[src/rtl/alu_pkg.sv]
// Shared encodings for the ALU / multiply-divide unit: op codes, MD select,
// controller states and shifter op selects.
package alu_pkg;

  typedef enum logic [1:0] {IDLE, MUL, DIV, FIX} state_t;

  typedef enum logic [1:0] {
    MD_ALU = 2'b00,
    MD_MUL = 2'b01,
    MD_DIV = 2'b10,
    MD_RSV = 2'b11
  } md_t;

  typedef enum logic [1:0] {SH_SLL, SH_SRL, SH_SRA} shift_op_t;

  // ALUFun[5:4] group select
  localparam logic [1:0] GRP_ARITH = 2'b00;
  localparam logic [1:0] GRP_LOGIC = 2'b01;
  localparam logic [1:0] GRP_SHIFT = 2'b10;
  localparam logic [1:0] GRP_CMP   = 2'b11;

  localparam logic [5:0] FUN_ADD = 6'b000000;
  localparam logic [5:0] FUN_SUB = 6'b000001;
  localparam logic [5:0] FUN_AND = 6'b011000;
  localparam logic [5:0] FUN_OR  = 6'b011110;
  localparam logic [5:0] FUN_XOR = 6'b010110;
  localparam logic [5:0] FUN_NOR = 6'b010001;
  localparam logic [5:0] FUN_SLL = 6'b100000;
  localparam logic [5:0] FUN_SRL = 6'b100001;
  localparam logic [5:0] FUN_SRA = 6'b100011;
  localparam logic [5:0] FUN_EQ  = 6'b110011;
  localparam logic [5:0] FUN_NE  = 6'b110001;
  localparam logic [5:0] FUN_LT  = 6'b110101;
  localparam logic [5:0] FUN_LEZ = 6'b111101;
  localparam logic [5:0] FUN_LTZ = 6'b111011;
  localparam logic [5:0] FUN_GTZ = 6'b111111;

endpackage

[src/rtl/alu_shifter.sv]
// Log-stage barrel shifter (SLL/SRL/SRA). Left shifts reuse the right-shift
// stages by bit-reversing the data on the way in and out.
module alu_shifter
  import alu_pkg::*;
#(
  parameter int unsigned WIDTH = 32,
  parameter int unsigned SHW   = $clog2(WIDTH)
) (
  input  logic [WIDTH-1:0] data,
  input  logic [SHW-1:0]   shamt,
  input  shift_op_t        op,
  output logic [WIDTH-1:0] result_c
);

  logic [WIDTH-1:0] src;
  logic [WIDTH-1:0] stage;
  logic [WIDTH-1:0] ones;
  logic             fill;

  always_comb begin
    src      = '0;
    stage    = '0;
    result_c = '0;
    ones     = '1;
    fill     = (op == SH_SRA) && data[WIDTH-1];
    for (int i = 0; i < int'(WIDTH); i++) begin
      src[i] = (op == SH_SLL) ? data[WIDTH-1-i] : data[i];
    end
    stage = src;
    for (int s = 0; s < int'(SHW); s++) begin
      if (shamt[s]) begin
        stage = (stage >> (1 << s)) | (fill ? ~(ones >> (1 << s)) : '0);
      end
    end
    for (int i = 0; i < int'(WIDTH); i++) begin
      result_c[i] = (op == SH_SLL) ? stage[WIDTH-1-i] : stage[i];
    end
  end

endmodule

[src/rtl/alu_mdu.sv]
// Single-cycle ALU plus iterative shift-add multiplier and restoring divider
// behind a valid/ready handshake with registered results.
module alu_mdu
  import alu_pkg::*;
#(
  parameter int unsigned WIDTH = 32,
  parameter int unsigned SHW   = $clog2(WIDTH)
) (
  input  logic             clk,
  input  logic             reset,
  input  logic             in_valid,
  output logic             in_ready,
  input  logic [WIDTH-1:0] A,
  input  logic [WIDTH-1:0] B,
  input  logic [5:0]       ALUFun,
  input  logic             Sign,
  input  logic [1:0]       MD,
  output logic             out_valid,
  input  logic             out_ready,
  output logic [WIDTH-1:0] Z,
  output logic [WIDTH-1:0] Zhi,
  output logic             V,
  output logic             dz
);

  localparam int unsigned MSB = WIDTH - 1;

  state_t             state, state_nxt;
  logic [SHW-1:0]     cnt, cnt_nxt;
  logic [WIDTH:0]     hi, hi_nxt;
  logic [WIDTH-1:0]   lo, lo_nxt, opnd, opnd_nxt;
  logic               is_div, is_div_nxt, neg_lo, neg_lo_nxt;
  logic               neg_hi, neg_hi_nxt, div_zero, div_zero_nxt;
  logic               out_valid_nxt, v_nxt, dz_nxt;
  logic [WIDTH-1:0]   z_nxt, zhi_nxt;

  // Shared adder: subtract for SUB and for every compare
  logic [1:0]       grp;
  logic             alu_sub, carry, ovf_s, lt, a_zero, b_zero, cmp;
  logic [WIDTH-1:0] b_x, res, shift_res, alu_res;
  logic [WIDTH:0]   sum;
  logic             alu_v;
  shift_op_t        sh_op;

  assign grp     = ALUFun[5:4];
  assign alu_sub = (grp == GRP_CMP) || ((grp == GRP_ARITH) && ALUFun[0]);
  assign b_x     = alu_sub ? ~B : B;
  assign sum     = {1'b0, A} + {1'b0, b_x} + {{WIDTH{1'b0}}, alu_sub};
  assign res     = sum[MSB:0];
  assign carry   = sum[WIDTH];
  assign ovf_s   = (A[MSB] == b_x[MSB]) && (res[MSB] != A[MSB]);
  assign lt      = Sign ? (res[MSB] ^ ovf_s) : !carry;
  assign a_zero  = (A == '0);
  assign b_zero  = (B == '0);
  assign sh_op   = ALUFun[1] ? SH_SRA : (ALUFun[0] ? SH_SRL : SH_SLL);

  alu_shifter #(.WIDTH(WIDTH), .SHW(SHW)) u_shifter (
    .data     (B),
    .shamt    (A[SHW-1:0]),
    .op       (sh_op),
    .result_c (shift_res)
  );

  always_comb begin
    alu_res = A;
    alu_v   = 1'b0;
    cmp     = 1'b0;
    case (grp)
      GRP_ARITH: begin
        alu_res = res;
        alu_v   = Sign ? ovf_s : (carry ^ alu_sub);
      end
      GRP_LOGIC: begin
        case (ALUFun)
          FUN_AND: alu_res = A & B;
          FUN_OR:  alu_res = A | B;
          FUN_XOR: alu_res = A ^ B;
          FUN_NOR: alu_res = ~(A | B);
          default: alu_res = A;
        endcase
      end
      GRP_SHIFT: alu_res = shift_res;
      default: begin
        case (ALUFun)
          FUN_EQ:  cmp = (res == '0);
          FUN_NE:  cmp = (res != '0);
          FUN_LT:  cmp = lt;
          FUN_LEZ: cmp = Sign ? (A[MSB] || a_zero) : a_zero;
          FUN_LTZ: cmp = Sign && A[MSB];
          FUN_GTZ: cmp = Sign ? (!A[MSB] && !a_zero) : !a_zero;
          default: cmp = 1'b0;
        endcase
        alu_res = WIDTH'(cmp);
      end
    endcase
  end

  // Iterative datapath: magnitudes in, sign applied in FIX
  logic             accept, md_mul, md_div;
  logic [WIDTH-1:0] mag_a, mag_b;
  logic [WIDTH:0]   mul_sum, div_sh, div_trial;
  logic [2*WIDTH-1:0] product, prod_fix;

  assign in_ready  = (state == IDLE) && (!out_valid || out_ready);
  assign accept    = in_valid && in_ready;
  assign md_mul    = (MD == MD_MUL);
  assign md_div    = (MD == MD_DIV);
  assign mag_a     = (Sign && A[MSB]) ? -A : A;
  assign mag_b     = (Sign && B[MSB]) ? -B : B;
  assign mul_sum   = hi + {1'b0, (lo[0] ? opnd : '0)};
  assign div_sh    = {hi[MSB:0], lo[MSB]};
  assign div_trial = div_sh - {1'b0, opnd};
  assign product   = {hi[MSB:0], lo};
  assign prod_fix  = neg_lo ? -product : product;

  always_comb begin
    state_nxt     = state;
    cnt_nxt       = cnt;
    hi_nxt        = hi;
    lo_nxt        = lo;
    opnd_nxt      = opnd;
    is_div_nxt    = is_div;
    neg_lo_nxt    = neg_lo;
    neg_hi_nxt    = neg_hi;
    div_zero_nxt  = div_zero;
    out_valid_nxt = out_valid && !out_ready;
    z_nxt         = Z;
    zhi_nxt       = Zhi;
    v_nxt         = V;
    dz_nxt        = dz;
    case (state)
      IDLE: begin
        if (accept) begin
          if (md_mul || md_div) begin
            state_nxt    = md_mul ? MUL : DIV;
            cnt_nxt      = SHW'(WIDTH - 1);
            hi_nxt       = '0;
            lo_nxt       = md_mul ? mag_b : mag_a;
            // On divide-by-zero the divisor slot carries raw A for Zhi
            opnd_nxt     = md_mul ? mag_a : (b_zero ? A : mag_b);
            is_div_nxt   = md_div;
            neg_lo_nxt   = Sign && (A[MSB] ^ B[MSB]);
            neg_hi_nxt   = Sign && A[MSB];
            div_zero_nxt = md_div && b_zero;
          end else begin
            out_valid_nxt = 1'b1;
            z_nxt         = alu_res;
            zhi_nxt       = '0;
            v_nxt         = alu_v;
            dz_nxt        = 1'b0;
          end
        end
      end
      MUL: begin
        hi_nxt  = {1'b0, mul_sum[WIDTH:1]};
        lo_nxt  = {mul_sum[0], lo[MSB:1]};
        cnt_nxt = cnt - SHW'(1);
        if (cnt == '0) state_nxt = FIX;
      end
      DIV: begin
        hi_nxt  = div_trial[WIDTH] ? div_sh : div_trial;
        lo_nxt  = {lo[WIDTH-2:0], !div_trial[WIDTH]};
        cnt_nxt = cnt - SHW'(1);
        if (cnt == '0) state_nxt = FIX;
      end
      FIX: begin
        state_nxt     = IDLE;
        out_valid_nxt = 1'b1;
        v_nxt         = 1'b0;
        dz_nxt        = div_zero;
        if (!is_div) begin
          {zhi_nxt, z_nxt} = prod_fix;
        end else if (div_zero) begin
          z_nxt   = '1;
          zhi_nxt = opnd;
        end else begin
          z_nxt   = neg_lo ? -lo : lo;
          zhi_nxt = neg_hi ? -hi[MSB:0] : hi[MSB:0];
        end
      end
      default: state_nxt = IDLE;
    endcase
  end

  always_ff @(posedge clk) begin
    if (reset) begin
      state     <= IDLE;
      cnt       <= '0;
      hi        <= '0;
      lo        <= '0;
      opnd      <= '0;
      is_div    <= 1'b0;
      neg_lo    <= 1'b0;
      neg_hi    <= 1'b0;
      div_zero  <= 1'b0;
      out_valid <= 1'b0;
      Z         <= '0;
      Zhi       <= '0;
      V         <= 1'b0;
      dz        <= 1'b0;
    end else begin
      state     <= state_nxt;
      cnt       <= cnt_nxt;
      hi        <= hi_nxt;
      lo        <= lo_nxt;
      opnd      <= opnd_nxt;
      is_div    <= is_div_nxt;
      neg_lo    <= neg_lo_nxt;
      neg_hi    <= neg_hi_nxt;
      div_zero  <= div_zero_nxt;
      out_valid <= out_valid_nxt;
      Z         <= z_nxt;
      Zhi       <= zhi_nxt;
      V         <= v_nxt;
      dz        <= dz_nxt;
    end
  end

endmodule

[config.mk]
export PLATFORM = sky130hd
export DESIGN_NAME = alu_mdu
export DESIGN_NICKNAME = d
export VERILOG_FILES = /design/src/rtl/alu_pkg.sv /design/src/rtl/alu_shifter.sv /design/src/rtl/alu_mdu.sv
export SDC_FILE = /design/constraint.sdc
export NUM_CORES = 1
export LEC_CHECK = 0
export BUFFER_PORTS_ARGS = -buffer_cell sky130_fd_sc_hd__buf_2
export CELL_PAD_IN_SITES_DETAIL_PLACEMENT = 0
export CELL_PAD_IN_SITES_GLOBAL_PLACEMENT = 1
export CORE_ASPECT_RATIO = 0.9
export CORE_MARGIN = 2
export CORE_UTILIZATION = 30
export CTS_CLUSTER_DIAMETER = 80
export DETAILED_ROUTE_END_ITERATION = 6
export GPL_TIMING_DRIVEN = 0
export HOLD_SLACK_MARGIN = 0.1
export PLACE_DENSITY = 0.61
export RECOVER_POWER = 100
export SYNTH_ARGS = -nofsm -noshare
export SYNTH_HDL_FRONTEND = slang
export SYNTH_SLANG_ARGS = --single-unit
[constraint.sdc]
create_clock -name clk -period 5.75 [get_ports clk]
set_input_delay 0.575 -clock clk [delete_from_list [all_inputs] [get_ports clk]]
set_output_delay 0.575 -clock clk [all_outputs]
set_load 0.1 [all_outputs]
After elaboration in Yosys (flattened, before gate mapping) --
Index checks and enable logic that the tools add are counted.
Operators by class: add/sub/neg operators 10, multiplexer cells 128, eq/ne operators 25, bitwise logic cells 13, reductions and logical operators 38
Operator list (count):
- two-way mux 32 bit | 29
- case mux 32 bit (3 select lines) | 2
- negation 32 bit | 4
- case mux 32 bit (2 select lines) | 2
- case mux 32 bit (4 select lines) | 1
- two-way mux 33 bit | 3
- case mux 33 bit (3 select lines) | 1
- zero test 32 bit | 3
- two-way mux 1 bit | 76
- two-way mux 64 bit | 1
- negation 64 bit | 1
- inverter 32 bit | 2
- == test 6 bit (second input constant) | 6
- adder 32 x 32 -> 33 bit | 1
- adder 33 x 1 -> 33 bit | 1
- adder 33 x 32 -> 33 bit | 1
- subtractor 33 x 32 -> 33 bit | 1
- bitwise AND 32 bit | 1
- bitwise OR 16 x 32 -> 32 bit | 1
- bitwise OR 24 x 32 -> 32 bit | 1
- bitwise OR 28 x 32 -> 32 bit | 1
- bitwise OR 30 x 32 -> 32 bit | 1
- bitwise OR 31 x 32 -> 32 bit | 1
- bitwise OR 32 bit | 1
- 26 further kinds | 72
Storage, ports and cells: output and inout bits 68, word-level logic and storage cells 228, bits in registers 175

Logic depth before layout (Yosys ltp) --
word-level depth 20, mapped depth 23

By module --
Synthesis repeated with hierarchy kept, for this count alone.
Second synthesis, totals: cells, all modules 3163, area, all modules 23008.3 sq um
Modules (own cells, without submodules):
- alu_mdu | cells an instance 2820, sequential area each 3503.4 sq um, area each 20268.2 sq um, instances 1
- alu_shifter | cells an instance 343, sequential area each 0.0 sq um, area each 2740.1 sq um, instances 1

Least setup slack after synthesis --
Ideal clock, no wire load.
path kind in2reg, start input port ALUFun[0], end register Z[0], stages on the path 16, required time 5688 ps, data arrival time 4638 ps, path buffers 2, slack 1050 ps, library setup time 62 ps, path through buf_2 nor3b_2 a21oi_1 clkbuf_1 xnor2_1 fa_1 a211oi_1 o211ai_2 nand4_1 nand3_2 a21o_1 o41ai_4 xnor2_1 or4_1 or4_1 nand3_1
On the way: cells in the longest elaborated chain, start to end 19, elaborated cells on any way between the ends 82
RTL lines:
- start: declaration | RTL line alu_mdu.sv:15 | input logic [5:0] ALUFun,
- branches (longest 15 deep; another with adder 32 x 32 -> 33 bit)
- case mux 32 bit (3 select lines) (*) | RTL line alu_mdu.sv:68 | case (grp)
- two-way mux 32 bit (*) | RTL line alu_mdu.sv:134 | if (md_mul || md_div) begin
- two-way mux 32 bit (*) | RTL line alu_mdu.sv:133 | if (accept) begin
- case mux 32 bit (2 select lines) (*) | RTL line alu_mdu.sv:131 | case (state)
- end signal: assignment | RTL line alu_mdu.sv:212 | Z <= z_nxt;
- end: declaration | RTL line alu_mdu.sv:20 | output logic [WIDTH-1:0] Z,
Every way passes the cells marked *. The select of a mux whose other input is x is not followed. A chain may end at the register's enable or synchronous reset.

Final worst setup path --
start input port A[1], end register Z[0]
On the way: cells in the longest elaborated chain, start to end 12, elaborated cells on any way between the ends 28
RTL lines:
- start: declaration | RTL line alu_mdu.sv:13 | input logic [WIDTH-1:0] A,
- branches (longest 8 deep; another with adder 32 x 32 -> 33 bit)
- case mux 32 bit (3 select lines) (*) | RTL line alu_mdu.sv:68
- two-way mux 32 bit (*) | RTL line alu_mdu.sv:134
- two-way mux 32 bit (*) | RTL line alu_mdu.sv:133
- case mux 32 bit (2 select lines) (*) | RTL line alu_mdu.sv:131
Marked as above.

==> impl_metrics.ini <==
[status]
outcome = finished, violations left
violations = capacitance limit, slew limit

[global_routing]
grt_use_met1 = 0.4695
use_met2 = 0.4143
met3_usage = 0.07403
grt_max_degree = 18
grt_pass1_vias = 23515
antenna_found_initial = 13
busiest_layer = met1
overflow = 0
grt_pass1_wl_mm = 172.1
track_usage = 0.3027

[floorplanning]
dieArea_um2 = 77950
die_w_um = 294.1
row_count = 95
core_um2 = 74770
ios = 145
start_util = 0.3039
die_h_um = 265.1

[logic_synthesis]
netlist.area_leader.share = 0.1542
synth_seq_cells = 175
ys_top_cells_by_area = dfxtp_1, ha_1, xnor2_1
ys_top_cells_by_count = nand2_1, nor2_1, a21oi_1
synth_warnings = 0
yosysTopAreaCell = dfxtp_1
synth.most_common_cell = nand2_1
synth.distinct_cells = 102
synth_ff_type = dfxtp_1
yosysSeqAreaShare = 0.1542
syn_area_um2 = 22720
netlist_instances = 3107
syn_avg_cell_area_um2 = 7.312
synthArstFlopShare = 0
synth_edf_count = 0
synth_fp_nets = 3362

[power_and_ir_drop]
ir_worst_vdd_uv = 278.3
power_density_nw_per_um2 = 295.1
p_leak_nw = 9.443
power.total_w = 0.007421

[timing]
tightestPinTransition_ns = 1.705
finalCriticalPeriod_ns = 5.560
fin_crit_sh = 0.9670
setup_tns_ns = 0
setup_viol = 0
clock.fmax_ghz = 0.1798
rsz0062_at_grt = false
finalHoldViolCount = 0
max-slew-margin-rel = -0.1530
skew_ns = 0.02084
slew_viol_final = 20

[clocking]
cts_tree = yes
cts.sinks = 175
clock_latency_ns = 0.48
numCtsBuffers = 17
cts_max_level = 4
ctsRootBufferMaster = clkbuf_16
cts_buffer_depth = 2
clk_pin_slew_ns = 0.08
hold_buffers = 0
cts_resized = 4
cts_setup_buffers = 0

[cells_and_area]
multi_input_area_um2 = 17730
fin_cells = 4256
fillerInstances = 8230
area_growth_pct = 10.71
nets = 3522
drive_above_1_share = 0.06829
register_area_um2 = 3503
final_cell_area_um2 = 25150

[route]
drt_first_pass_iters = 7
ant_nets = 0
vias = 26162
vias_per_cell = 6.147
drc = 0
routedWlPerCell_um = 28.66
finalWirelength_mm = 122.0
drt_iter0_markers = 3599

[worst_setup_path]
required_ns = 6.11
start_kind = primary input
crit_type = primary input to flip-flop
worst_setup_path_end_kind = flip-flop
critPathMaxFanout = 11
cp.arrival_ns = 5.92

[job]
cap_violations = 3

[placement]
dp.cells = 4219
place.gp.congestion = 1.063
hpwl_mm = 101.0
numPortBuffers = 142
place_area_um2 = 24660

[min_path]
hold_class = flip-flop to flip-flop
-- per-stage QoR --
stage	hold slack, ns	setup WS [ns]	util
2_1_floorplan	0.4490	1.050	-
3_3_place_gp	0.4379	-0.7360	0.3296
3_5_place_dp	0.4407	-0.7047	0.3298
4_1_cts	0.4513	0.0009628	0.3376
5_1_grt	0.4779	0.009742	0.3362
6_report	0.4511	0.1898	0.3364
-- worst paths after layout --
check                             start  slack, ns  cells past startpoint      end
worst max register to register   lo[31]       0.26                     21   hi[28]
worst max-delay path               A[1]       0.19                     16     Z[0]
worst min register to register  Zhi[27]       0.45                      2  Zhi[27]
worst min-delay path            Zhi[27]       0.45                      2  Zhi[27]
-- cell usage in the layout (no fill, tap or decap), types with 19 or more instances in the layout --
master / count
nand2_1: 334
clkbuf_1: 282
nor2_1: 279
a21oi_1: 245
o21ai_0: 230
xnor2_1: 192
dfxtp_1: 175
ha_1: 175
inv_1: 148
buf_2: 83
o211ai_1: 79
mux2i_1: 77
a211oi_1: 70
nor3_1: 54
a22oi_1: 52
a31oi_1: 51
mux4_2: 51
a21o_1: 50
nand3_1: 49
xor2_1: 49
a221oi_1: 38
a222oi_1: 30
o31ai_1: 27
nor4_1: 25
or3_1: 21
or4_1: 19
-- critical path, cell delays in order --
cell	delay (ns)
buf_2	0.16
clkbuf_1	0.26
clkinv_1	0.24
clkbuf_1	0.53
clkbuf_1	0.63
ha_1	0.35
inv_1	0.07
nor4b_1	1.39
and4_1	0.39
a31oi_1	0.22
xnor2_1	0.22
nand4_1	0.18
o211a_1	0.27
o41ai_1	0.12
a22oi_1	0.19
nand3_1	0.10
-- flip-flops by register name, indices dropped and copies added (netlist names) --
| name | count |
|---|---|
| V | 1 |
| Z | 32 |
| Zhi | 32 |
| cnt | 5 |
| div_zero | 1 |
| dz | 1 |
| hi | 33 |
| is_div | 1 |
| lo | 32 |
| neg_hi | 1 |
| neg_lo | 1 |
| opnd | 32 |
| out_valid | 1 |
| state | 2 |
-- cell type report --
type / instances / area share
inverters: 150 / 0.02239
clock inverters: 14 / 0.005920
diodes: 6 / 0.0005970
well taps: 970 / 0.04825
flip-flops and latches: 175 / 0.1393
plain buffers: 239 / 0.03686
multi-input cells: 2542 / 0.7049
clock buffers: 18 / 0.01706
repair buffers: 142 / 0.02472
-- cell families after synthesis --
logic type | share of synthesized area
compound gates | 0.3098
simple gates | 0.1911
buf+inv | 0.06548
xor+xnor | 0.09291
fa+ha+maj | 0.09902
flops | 0.1542
mux | 0.08745
-- per-layer routing --
layer	up-vias	wire, µm
met5	-	47
met4	6	2011
met3	110	14220
met2	1350	48120
met1	12859	57590
li1	11837	-
-- power by group --
part           internal [W]  switching, W  total, W
Combinational       0.00131       0.00321   0.00451
Clock              0.000615      0.000614   0.00123
Sequential          0.00140      0.000282   0.00168
Total               0.00332       0.00410   0.00742
Power figures use the tool's default switching activity.
